### src/rtl/temporizador_pkg.sv
// Shared types and constants for the down-counting timer.
// Holds the controller state encoding and the default count width.
package temporizador_pkg;

    localparam int N_DEFAULT = 8;

    typedef enum logic [1:0] {
        IDLE = 2'd0,
        RUN  = 2'd1,
        DONE = 2'd2
    } state_t;

endpackage

### src/rtl/temporizador_descendente.sv
// Loadable down-counting timer with optional auto-reload.
// Ports: clk, rst (sync, active-high), EN (count tick), load + D (start
// value), auto_reload; outputs Q (remaining count), busy, done (pulse).
module temporizador_descendente
    import temporizador_pkg::*;
#(
    parameter int N = N_DEFAULT
) (
    input  logic         clk,
    input  logic         rst,
    input  logic         EN,
    input  logic         load,
    input  logic [N-1:0] D,
    input  logic         auto_reload,
    output logic [N-1:0] Q,
    output logic         busy,
    output logic         done
);

    localparam logic [N-1:0] ONE = {{(N-1){1'b0}}, 1'b1};

    state_t       state_q, state_d;
    logic [N-1:0] q_q, q_d;
    logic [N-1:0] rld_q, rld_d;
    logic         busy_q, busy_d;
    logic         done_q, done_d;

    always_comb begin
        state_d = state_q;
        q_d     = q_q;
        rld_d   = rld_q;
        done_d  = 1'b0;

        if (load) begin
            q_d   = D;
            rld_d = D;
            if (D == '0) begin
                state_d = DONE;
                done_d  = 1'b1;
            end else begin
                state_d = RUN;
            end
        end else begin
            unique case (state_q)
                IDLE: ;
                RUN: begin
                    if (EN) begin
                        if (q_q > ONE) begin
                            q_d = q_q - ONE;
                        end else if (auto_reload) begin
                            // Restart in place: stay in RUN, pulse done.
                            q_d    = rld_q;
                            done_d = 1'b1;
                        end else begin
                            q_d     = '0;
                            state_d = DONE;
                            done_d  = 1'b1;
                        end
                    end
                end
                DONE: state_d = IDLE;
                default: state_d = IDLE;
            endcase
        end

        // Outputs are registered from the next state so they never see a
        // combinational path from the inputs.
        busy_d = (state_d == RUN);
    end

    always_ff @(posedge clk) begin
        if (rst) begin
            state_q <= IDLE;
            q_q     <= '0;
            rld_q   <= '0;
            busy_q  <= 1'b0;
            done_q  <= 1'b0;
        end else begin
            state_q <= state_d;
            q_q     <= q_d;
            rld_q   <= rld_d;
            busy_q  <= busy_d;
            done_q  <= done_d;
        end
    end

    assign Q    = q_q;
    assign busy = busy_q;
    assign done = done_q;

endmodule

### config.mk
export PLATFORM = sky130hd
export DESIGN_NAME = temporizador_descendente
export DESIGN_NICKNAME = d
export VERILOG_FILES = /design/src/rtl/temporizador_pkg.sv /design/src/rtl/temporizador_descendente.sv
export SDC_FILE = /design/constraint.sdc
export NUM_CORES = 1
export LEC_CHECK = 0
export BUFFER_PORTS_ARGS = -buffer_cell sky130_fd_sc_hd__buf_2
export CAP_MARGIN = 5
export CORE_ASPECT_RATIO = 0.7
export CORE_MARGIN = 2
export CORE_UTILIZATION = 35
export CTS_CLUSTER_SIZE = 12
export DETAILED_ROUTE_END_ITERATION = 12
export PLACE_DENSITY = 0.56
export SKIP_LAST_GASP = 1
export SYNTH_ARGS = -nofsm -noshare
export SYNTH_HDL_FRONTEND = slang
export SYNTH_SLANG_ARGS = --single-unit
export TNS_END_PERCENT = 1
### constraint.sdc
create_clock -name clk -period 1.7 [get_ports clk]
set_input_delay 0.425 -clock clk [delete_from_list [all_inputs] [get_ports clk]]
set_output_delay 0.425 -clock clk [all_outputs]
set_load 0.01 [all_outputs]
==> impl_metrics.yaml <==
outcome:
  status: "completed"
sta:
  max_slew.worst_pin.slew_ps: 408.8
  finalCritPeriodShare_pct: 96.77
  fmaxAchievable_ghz: 0.6079
  rsz0062_at_grt: "true"
  slew_viol_final: 0
  fin_tns_setup_ps: 0
  fin_skew_ps: 2.856
  period_needed_ps: 1645
  setup_viol: 0
  slew_headroom_pct: 72.65
  hold_violations: 0
drt:
  final_antenna_net_count: 0
  via_per_inst: 5.805
  dr.pass1.iters: 4
  wl_per_cell_um: 15.48
  vias: 1219
  first_iter_violations: 87
  drc: 0
  drt_wl_total_um: 3250
hold_path:
  hp-start: "D[7]"
  whs_path_depth: 3
  hold_class: "input pin to register"
  min_to: "rld_q[7]"
cts:
  cts_buffers: 3
  cts_setup_buffers: 0
  clockRootBuffer: "clkbuf_8"
  cts_tree: "yes"
  cts.sinks: 20
  clkTransAtPathRegs_ps: 80
  htreeDepth: 1
  cts_buffer_depth: 2
  clock_latency_ps: 270
floorplanning:
  start_util_pct: 36.45
  io_pins: 23
  dieHeight_um: 51.90
  dieWidth_um: 72.43
  fp.dieArea_um2: 3759
  core_area_um2: 3148
  rows: 17
global_route:
  grt-ovfl-total: 0
  grt_pass1_wl_um: 5250
  grt_pass1_vias: 1087
  grt_max_degree: 25
  antenna_found_initial: 0
  grt_usage_pct: 18.25
place:
  hpwl_um: 2493
  port_buffers: 22
  routabilityCongestion: 0.8768
layout:
  drive_gt1_share_pct: 32.56
  fillers: 331
  areaGrowthSynthToFinish_pct: 27.48
  seq_area_um2: 405.4
  postLayoutCoreUtil_pct: 46.46
  antenna_cells: 0
  finalNetCount: 188
  multiInputGateArea_um2: 701.9
synth:
  synth_seq_cells: 20
  syn_area_per_cell_um2: 8.195
  synth_area_leaders: "dfxtp_1, a21oi_1, nand2_1, nor2_1, a221oi_2"
  synth_flop_cell: "dfxtp_1"
  synth-async-reset-ratio_pct: 0
  ys_types: 47
  yosysTopAreaCell: "dfxtp_1"
  synth_top_area_share_pct: 34.90
  synth_common_cells: "dfxtp_1, nand2_1, nor2_1"
  yosysMostFrequentCell: "dfxtp_1"
  syn_area_um2: 1147
  netlist_instances: 140
  syn_nets: 155
  synth_edf_count: 0
  synth_seq_area_share_pct: 34.90
  ys.warnings.count: 0
critical_path:
  reg2regPathDepth: 6
  worstSetupPathType: "register to register"
  startpoint: "Q[0]"
  cp-end-kind: "register"
  r2r_end: "Q[0]"
  start_kind: "register"
  reg2reg_slack_ps: 50
  worstPathRequired_ps: 1850
  cp_max_fo: 8
  r2r-start: "Q[0]"
  arrival_ps: 1800
job:
  max-cap-violations: 0
power_and_ir_drop:
  ir_drop_mv: 0.4469
  power_density_nw_per_um2: 884.1
  leakage_nw: 0.5983
## per-stage QoR
step	hold slack (ps)	instances	worst slack, ps	instance area [um^2]	power, mW
floorplan	431.9	140	15.06	1156	0.7344
CTS	406.4	210	1.754	1449	1.280
detailed placement	456.6	206	12.07	1383	0.8516
global route	431.9	210	-42.96	1463	1.349
finish	405.9	210	54.90	1463	1.293
global placement	449.6	206	65.12	1383	0.8501
## sequential cells by signal, indices dropped and copies added, names as in the netlist
register and flops:
Q 8, busy 1, done 1, rld_q 8, state_q 2
## metal layers
metal / track usage (%) / share of wire (%) / up-vias
li1: - / - / 590
met1: 27.00 / 52 / 587
met2: 27.37 / 42 / 40
met3: 4.264 / 5.5 / 2
met4: 2.778 / 0.31 / 0
met5: 0 / 0 / -
## critical path, cell delays in order (launching register included)
cell	delay (ps)
dfxtp_4	400
inv_1	50
ha_2	210
nor2_1	350
nor3_4	130
a221oi_1	280
o22ai_1	110
## kinds of logic (layout without fill, tap and decap cells)
kind of cell | after synthesis | in the layout | share of synthesized area [%]
AOI/OAI and AO/OA | 38 | 38 | 24.32
muxes | 3 | 3 | 2.617
buffers and inverters | 14 | 46 | 5.343
adders and majority gates | 2 | 2 | 2.181
and+or+nand+nor | 62 | 62 | 29.88
xor gates and xnor gates | 1 | 1 | 0.7635
DFF | 20 | 20 | 34.90
## cell type report
class                   instances  area share, %
clock buffers                   4          4.534
inverters                       5          1.283
multi-input cells             106          47.99
flip-flops and latches         20          27.72
well taps                      38          3.251
repair buffers                 37          15.23
## layout by cell type (no fill, tap or decap), types with 2 or more instances in the layout
cell type	count
a211oi_1	2
a21boi_0	2
a21oi_1	12
a221oi_2	3
a31oi_1	4
and3_1	2
buf_2	22
buf_4	15
clkbuf_8	3
dfxtp_1	18
inv_1	5
mux2i_1	3
nand2_1	14
nand3_1	3
nand3b_1	3
nand4_1	2
nor2_1	13
nor3_1	6
nor3b_1	2
nor4_1	3
o21ai_0	2
o31ai_1	2
or3_4	2
## timing repair
| action | in CTS | in global routing |
|---|---|---|
| hold buffers | 0 | 0 |
| endpoints found under the hold margin | 0 | 0 |
| endpoints found under the setup margin | 0 | 4 |
| resized for setup | 0 | 3 |
## worst max-delay path by stage
stage,cells past startpoint,slack (ps),end
after global placement,6,70,Q[5]
after detailed placement,6,10,Q[5]
final,6,50,Q[0]
after CTS,6,2,Q[5]
after global routing,6,-40,Q[5]
after floorplan,7,20,Q[5]
## report_power, final
group | leakage (nW) | switching [mW] | total (mW) | internal (mW)
logic | 0.398 | 0.186 | 0.335 | 0.149
clock network | 0.0339 | 0.183 | 0.439 | 0.256
registers | 0.166 | 0.0219 | 0.519 | 0.497
Note: power is estimated with default switching activity, not from simulation.
